**src/rtl/mem_seq_pkg.sv**
```systemverilog
// ============================================================================
// Module      : mem_seq_pkg
// Description : Shared access-size codes, sequencer state encoding and helpers.
// Revision    : 1.0 - initial release
// ============================================================================
`default_nettype none

package mem_seq_pkg;

    localparam logic [2:0] SZ_NONE = 3'd0;
    localparam logic [2:0] SZ_B    = 3'd1;
    localparam logic [2:0] SZ_H    = 3'd2;
    localparam logic [2:0] SZ_W    = 3'd4;

    typedef enum logic [1:0] {
        MS_IDLE = 2'd0,
        MS_XFER = 2'd1,
        MS_DONE = 2'd2
    } ms_state_t;

    function automatic logic size_ok(input logic [2:0] sz);
        return (sz == SZ_B) || (sz == SZ_H) || (sz == SZ_W);
    endfunction

    // Index of the final byte for a legal size code.
    function automatic logic [1:0] last_idx(input logic [2:0] sz);
        case (sz)
            SZ_B:    return 2'd0;
            SZ_H:    return 2'd1;
            default: return 2'd3;
        endcase
    endfunction

endpackage

`default_nettype wire

```
**src/rtl/mem_seq_ext.sv**
```systemverilog
// ============================================================================
// Module      : mem_seq_ext
// Description : Sizes and zero/sign-extends assembled little-endian load bytes.
// Revision    : 1.0 - initial release
// ============================================================================
`default_nettype none

module mem_seq_ext
    import mem_seq_pkg::*;
(
    input  logic [31:0] i_bytes,
    input  logic [2:0]  i_size,
    input  logic        i_sign,
    output logic [31:0] o_data
);

    always_comb begin
        o_data = i_bytes;
        case (i_size)
            SZ_B:    o_data = {{24{i_sign & i_bytes[7]}},  i_bytes[7:0]};
            SZ_H:    o_data = {{16{i_sign & i_bytes[15]}}, i_bytes[15:0]};
            SZ_W:    o_data = i_bytes;
            default: o_data = i_bytes;
        endcase
    end

endmodule

`default_nettype wire

```
**src/rtl/mem_seq.sv**
```systemverilog
// ============================================================================
// Module      : mem_seq
// Description : Splits 1/2/4-byte loads and stores into byte bus transactions.
// Revision    : 1.0 - initial release
// ============================================================================
`default_nettype none

module mem_seq
    import mem_seq_pkg::*;
#(
    parameter int AW      = 32,
    parameter int TIMEOUT = 16
) (
    input  logic          i_clk,
    input  logic          i_rst_n,
    input  logic          i_start,
    input  logic [2:0]    i_insize,
    input  logic          i_insign,
    input  logic [2:0]    i_outsize,
    input  logic [AW-1:0] i_addr,
    input  logic [31:0]   i_wdata,
    output logic          o_busy,
    output logic          o_done,
    output logic          o_err,
    output logic [31:0]   o_rdata,
    output logic          o_mem_req,
    output logic          o_mem_we,
    output logic [AW-1:0] o_mem_addr,
    output logic [7:0]    o_mem_wdata,
    input  logic          i_mem_ack,
    input  logic [7:0]    i_mem_rdata
);

    localparam int             WCW    = (TIMEOUT > 1) ? $clog2(TIMEOUT) : 1;
    localparam logic [WCW-1:0] c_WLIM = WCW'(TIMEOUT - 1);

    ms_state_t       r_state,  w_state_nxt;
    logic [1:0]      r_idx,    w_idx_nxt;
    logic [WCW-1:0]  r_wcnt,   w_wcnt_nxt;
    logic [31:0]     r_buf,    w_buf_nxt;
    logic            r_load,   w_load_nxt;
    logic            r_sign,   w_sign_nxt;
    logic [2:0]      r_size,   w_size_nxt;
    logic [1:0]      r_last,   w_last_nxt;
    logic [AW-1:0]   r_addr,   w_addr_nxt;
    logic [31:0]     r_wdata,  w_wdata_nxt;
    logic            r_busy,   w_busy_nxt;
    logic            r_done,   w_done_nxt;
    logic            r_err,    w_err_nxt;
    logic [31:0]     r_rdata,  w_rdata_nxt;
    logic            r_req,    w_req_nxt;
    logic            r_we,     w_we_nxt;
    logic [AW-1:0]   r_maddr,  w_maddr_nxt;
    logic [7:0]      r_mwdata, w_mwdata_nxt;

    logic            w_ld_ok;
    logic            w_st_ok;
    logic            w_valid;
    logic [2:0]      w_sel_size;
    logic [1:0]      w_idx_inc;
    logic [31:0]     w_asm;
    logic [31:0]     w_ext;

    // Exactly one direction may carry a legal size; anything else is an error.
    assign w_ld_ok    = size_ok(i_insize)  && (i_outsize == SZ_NONE);
    assign w_st_ok    = size_ok(i_outsize) && (i_insize  == SZ_NONE);
    assign w_valid    = w_ld_ok | w_st_ok;
    assign w_sel_size = w_ld_ok ? i_insize : i_outsize;
    assign w_idx_inc  = r_idx + 2'd1;

    always_comb begin
        w_asm                        = r_buf;
        w_asm[{r_idx, 3'b000} +: 8]  = i_mem_rdata;
    end

    mem_seq_ext u_ext (
        .i_bytes (w_asm),
        .i_size  (r_size),
        .i_sign  (r_sign),
        .o_data  (w_ext)
    );

    always_comb begin
        w_state_nxt  = r_state;
        w_idx_nxt    = r_idx;
        w_wcnt_nxt   = r_wcnt;
        w_buf_nxt    = r_buf;
        w_load_nxt   = r_load;
        w_sign_nxt   = r_sign;
        w_size_nxt   = r_size;
        w_last_nxt   = r_last;
        w_addr_nxt   = r_addr;
        w_wdata_nxt  = r_wdata;
        w_done_nxt   = 1'b0;
        w_err_nxt    = 1'b0;
        w_rdata_nxt  = r_rdata;
        w_req_nxt    = r_req;
        w_we_nxt     = r_we;
        w_maddr_nxt  = r_maddr;
        w_mwdata_nxt = r_mwdata;

        case (r_state)
            MS_IDLE: begin
                if (i_start) begin
                    if (w_valid) begin
                        w_state_nxt  = MS_XFER;
                        w_idx_nxt    = 2'd0;
                        w_wcnt_nxt   = '0;
                        w_buf_nxt    = '0;
                        w_load_nxt   = w_ld_ok;
                        w_sign_nxt   = i_insign;
                        w_size_nxt   = w_sel_size;
                        w_last_nxt   = last_idx(w_sel_size);
                        w_addr_nxt   = i_addr;
                        w_wdata_nxt  = i_wdata;
                        w_req_nxt    = 1'b1;
                        w_we_nxt     = ~w_ld_ok;
                        w_maddr_nxt  = i_addr;
                        w_mwdata_nxt = i_wdata[7:0];
                    end else begin
                        w_state_nxt  = MS_DONE;
                        w_done_nxt   = 1'b1;
                        w_err_nxt    = 1'b1;
                        w_rdata_nxt  = '0;
                    end
                end
            end
            MS_XFER: begin
                if (i_mem_ack) begin
                    w_wcnt_nxt = '0;
                    if (r_load) begin
                        w_buf_nxt = w_asm;
                    end
                    if (r_idx == r_last) begin
                        w_state_nxt = MS_DONE;
                        w_done_nxt  = 1'b1;
                        w_req_nxt   = 1'b0;
                        w_we_nxt    = 1'b0;
                        w_rdata_nxt = r_load ? w_ext : 32'd0;
                    end else begin
                        // Address wraps naturally at 2^AW.
                        w_idx_nxt    = w_idx_inc;
                        w_maddr_nxt  = r_addr + AW'(w_idx_inc);
                        w_mwdata_nxt = r_wdata[{w_idx_inc, 3'b000} +: 8];
                    end
                end else if ((TIMEOUT != 0) && (r_wcnt == c_WLIM)) begin
                    w_state_nxt = MS_DONE;
                    w_done_nxt  = 1'b1;
                    w_err_nxt   = 1'b1;
                    w_req_nxt   = 1'b0;
                    w_we_nxt    = 1'b0;
                    w_rdata_nxt = '0;
                end else begin
                    w_wcnt_nxt = r_wcnt + 1'b1;
                end
            end
            MS_DONE: begin
                w_state_nxt = MS_IDLE;
            end
            default: begin
                w_state_nxt = MS_IDLE;
                w_req_nxt   = 1'b0;
                w_we_nxt    = 1'b0;
            end
        endcase
    end

    assign w_busy_nxt = (w_state_nxt != MS_IDLE);

    always_ff @(posedge i_clk or negedge i_rst_n) begin
        if (!i_rst_n) begin
            r_state  <= MS_IDLE;
            r_idx    <= '0;
            r_wcnt   <= '0;
            r_buf    <= '0;
            r_load   <= 1'b0;
            r_sign   <= 1'b0;
            r_size   <= SZ_NONE;
            r_last   <= '0;
            r_addr   <= '0;
            r_wdata  <= '0;
            r_busy   <= 1'b0;
            r_done   <= 1'b0;
            r_err    <= 1'b0;
            r_rdata  <= '0;
            r_req    <= 1'b0;
            r_we     <= 1'b0;
            r_maddr  <= '0;
            r_mwdata <= '0;
        end else begin
            r_state  <= w_state_nxt;
            r_idx    <= w_idx_nxt;
            r_wcnt   <= w_wcnt_nxt;
            r_buf    <= w_buf_nxt;
            r_load   <= w_load_nxt;
            r_sign   <= w_sign_nxt;
            r_size   <= w_size_nxt;
            r_last   <= w_last_nxt;
            r_addr   <= w_addr_nxt;
            r_wdata  <= w_wdata_nxt;
            r_busy   <= w_busy_nxt;
            r_done   <= w_done_nxt;
            r_err    <= w_err_nxt;
            r_rdata  <= w_rdata_nxt;
            r_req    <= w_req_nxt;
            r_we     <= w_we_nxt;
            r_maddr  <= w_maddr_nxt;
            r_mwdata <= w_mwdata_nxt;
        end
    end

    assign o_busy      = r_busy;
    assign o_done      = r_done;
    assign o_err       = r_err;
    assign o_rdata     = r_rdata;
    assign o_mem_req   = r_req;
    assign o_mem_we    = r_we;
    assign o_mem_addr  = r_maddr;
    assign o_mem_wdata = r_mwdata;

endmodule

`default_nettype wire

```
**config.mk**
```make
export PLATFORM = sky130hd
export DESIGN_NAME = mem_seq
export DESIGN_NICKNAME = d
export VERILOG_FILES = /design/src/rtl/mem_seq_pkg.sv /design/src/rtl/mem_seq_ext.sv /design/src/rtl/mem_seq.sv
export SDC_FILE = /design/constraint.sdc
export NUM_CORES = 1
export LEC_CHECK = 0
export BUFFER_PORTS_ARGS = -buffer_cell sky130_fd_sc_hd__buf_2
export CAP_MARGIN = 0
export CORE_MARGIN = 2
export CORE_UTILIZATION = 57
export DETAILED_ROUTE_END_ITERATION = 12
export PLACE_DENSITY_LB_ADDON = 0.15
export REMOVE_ABC_BUFFERS = 1
export SYNTH_ARGS = -nofsm -noshare
export SYNTH_HDL_FRONTEND = slang
export SYNTH_SLANG_ARGS = --single-unit
```
**constraint.sdc**
```tcl
create_clock -name i_clk -period 3.29 [get_ports i_clk]
set_clock_uncertainty 0.2 [all_clocks]
set_input_delay 0.329 -clock i_clk [delete_from_list [all_inputs] [get_ports i_clk]]
set_output_delay 0.329 -clock i_clk [all_outputs]
set_load 0.005 [all_outputs]
```
==> metrics.md <==
| Metric | Value |
|---|---|
| Outcome | complete, no violations |
| Final core occ | 0.715 |
| Critical Path Source Type | register |
| Slew Limit Fails | 0 |
| Largest net degree at the start of global routing | 84 |
| Max-Cap Viols | 0 |
| Post-synthesis sequential area ratio | 0.494 |
| Crit share post-route | 0.879 |
| Leakage power | 5.40 nW |
| Seq pwr share | 0.437 |
| WS Path Type | reg -> reg |
| Req. time, crit path | 3.47 ns |
| Vias per Instance | 5.69 |
| Synth top area share | 0.494 |
| Layout cells sized above 1 | 0.333 |
| Antenna Nets Post-Route | 0 |
| Die Wd | 133 µm |
| Clock latency on the worst-skew pair | 0.43 ns |
| First drt pass iteration count | 5 |
| CP Capture Type | register |
| Worst hold path type | in -> reg |
| Max_slew headroom | 0.214 |
| Placed Cells | 1212 |
| Ant. Diodes | 0 |
| Standard-cell rows | 47 |
| Post-Place Setup Slack | 0.384 ns |
| P_sw | 2.79 mW |
| DP HPWL | 14800 µm |
| Die height | 133 µm |
| Core ar. | 16500 µm² |
| Starting Density | 0.579 |
| Final hold violations | 0 |
| Sw frac | 0.341 |
| Synthesized area | 9530 µm² |
| CP max FO | 17 |
| RePlAce Congestion | 0.805 |
| Logic pwr share | 0.326 |
| Nets | 1170 |
| Final WL | 22700 µm |
| Peak VDD IR | 471 µV |
| CTS Root Cell | clkbuf_16 |
| Minimum clock period | 2.89 ns |
| IO Pins | 160 |
| Internal power | 5.40 mW |
| Post-synth ARST share | 1.00 |
| Crit path DAT | 3.07 ns |
| Layout Area Growth over Synthesis | 23.5% |
| Clk sinks | 188 |
| YS warnings | 0 |
| Post-route design area | 11800 µm² |
| Die footprint | 17800 µm² |
| Cells after Synth | 862 |
| #FFs+latches synth | 188 |
| Fmax | 0.346 GHz |
| Power Total | 8.18 mW |
| Hold buffers post-CTS | 67 |
| Synth cell types | 67 |
| Number of global-route vias before repair | 7743 |
| Pwr/cell area | 695 nW/µm² |
| Via Count | 7464 |
| EDFF count, synth | 0 |
| Initial antenna violation count | 0 |
| CTS tree | done |
| Global-route wire length before repair | 38100 µm |
| Iter 0 DRT Violations | 379 |
| Setup ws final | 0.399 ns |
| Most frequent cell after synthesis | dfrtp_1 |
| Cts bufs inserted | 17 |
| RSZ-0062 raised after global routing | no |
| Routed wire length per instance | 17.3 µm |
| DRC viols | 0 |
| Grt total ovfl | 0 |
| Post_cts resized | 0 |
| Commonest cells post-synth | 188 x dfrtp_1, 113 x mux2_2, 67 x a21oi_1, 58 x nand2_1, 42 x nor2_1 |
| Tot GR Track Use | 0.268 |
| Final Setup Violations | 0 |
| Synth area leader | dfrtp_1 |
| Port Buffer Count | 159 |
| Finished Layout Cells | 1311 |
| Area contributors post-synth | dfrtp_1 49%, mux2_2 13%, a21oi_1 3.5% |
| Synth Area per Inst | 11.1 µm² |
| CTS H-Tree Depth | 4 |
| Post-CTS Setup Bufs | 0 |
| Top_reg_cell synth | dfrtp_1 |
| Placed Area | 10500 µm² |
| Clock-pin slew on the worst setup and hold paths | 0.08 ns |
| Max clock buf depth | 2 |
| Clock power share | 0.237 |
| Worst slew pin tran | 1.18 ns |
==> sequential cells by signal, indices dropped and copies added, names as in the netlist, 2 cells and up <==
register / cells
r_wcnt: 4
r_buf: 32
r_idx: 2
r_last: 2
r_addr: 32
r_size: 3
o_mem_wdata: 8
o_mem_addr: 32
r_state: 2
r_wdata: 32
o_rdata: 32
==> critical path, cell delays in order (launching register included) <==
cell and delay (ns):
dfrtp_1 0.41, inv_1 0.11, ha_1 0.45, ha_1 0.34, a21o_1 0.22, nand4_1 0.13
buf_4 0.21, or4_1 0.40, a31oi_1 0.18, mux2_2 0.17
==> per-stage QoR <==
stage	hold slack [ns]	setup TNS [ns]
4_1_cts	0.0247	0
2_1_floorplan	-0.167	-58.77
5_1_grt	0.0621	0
3_5_place_dp	0.228	0
6_report	0.0483	0
3_3_place_gp	0.228	0
==> layer usage <==
layer  global-route usage  wire [µm]  up-vias
met5                    0          0        -
met2                0.446      11200      230
met3               0.0586       1140       50
li1                     -          -     3550
met1                0.343       9710     3634
met4                0.111        678        0
==> cells in the final DEF (no fill, tap or decap), types with 5 or more instances in the layout <==
cell type	instances
and3_1	6
clkbuf_16	17
ha_1	8
dfrtp_1	188
dlygate4sd3_1	67
xor2_1	15
mux4_2	8
inv_1	28
o21ai_0	22
nand2b_1	18
nor2b_1	27
a31oi_1	15
o31ai_1	9
nand4_1	10
or4_1	9
o22ai_1	17
nand3_1	24
nand2_1	58
buf_4	25
nor2_1	42
a21o_1	12
o211ai_1	8
a21oi_1	67
clkinv_4	5
o2bb2ai_1	25
mux2_2	113
buf_2	158
==> power groups by stage <==
stage | Sequential (mW) | Clock, mW | Combinational, mW
finish | 3.58 | 1.94 | 2.67
detailed placement | 3.59 | 0 | 2.60
CTS | 3.55 | 1.99 | 2.67
global placement | 3.57 | 0 | 2.55
global route | 3.67 | 2.08 | 2.95
floorplan | 3.52 | 0 | 1.65
==> layout make-up <==
class,count,area [µm²]
flip-flops and latches,188,4700
fillers,1223,4700
multi-input cells,588,4380
repair buffers,255,1740
clock buffers,17,425
well taps,220,275
clock inverters,15,136
inverters,28,105
==> cells by family after synthesis <==
group                      after synthesis  synth area share
adders and majority gates                9            0.0126
DFF                                    188             0.494
buffers and inverters                   86            0.0486
xor gates and xnor gates                18            0.0165
AOI/OAI and AO/OA                      194             0.131
and+or+nand+nor                        238             0.136
muxes                                  129             0.161
==> worst paths after layout <==
| kind | from | to | slack [ns] | cells past startpoint |
|---|---|---|---|---|
| hold / removal | i_mem_ack | r_wcnt[1]$_DFFE_PN0P_ | 0.05 | 2 |
| setup reg to reg | r_idx[1]$_DFFE_PN0P_ | o_mem_addr[29]$_DFFE_PN0P_ | 0.40 | 9 |
| min in group asynchronous | i_rst_n | o_rdata[24]$_DFFE_PN0P_ | 0.30 | 2 |
| hold reg to reg | o_mem_req$_DFFE_PN0P_ | o_mem_req$_DFFE_PN0P_ | 0.28 | 1 |
| setup / recovery | r_idx[1]$_DFFE_PN0P_ | o_mem_addr[29]$_DFFE_PN0P_ | 0.40 | 9 |
| max in group asynchronous | i_rst_n | r_wdata[15]$_DFFE_PN0P_ | 1.74 | 3 |
Power figures use the tool's default switching activity.
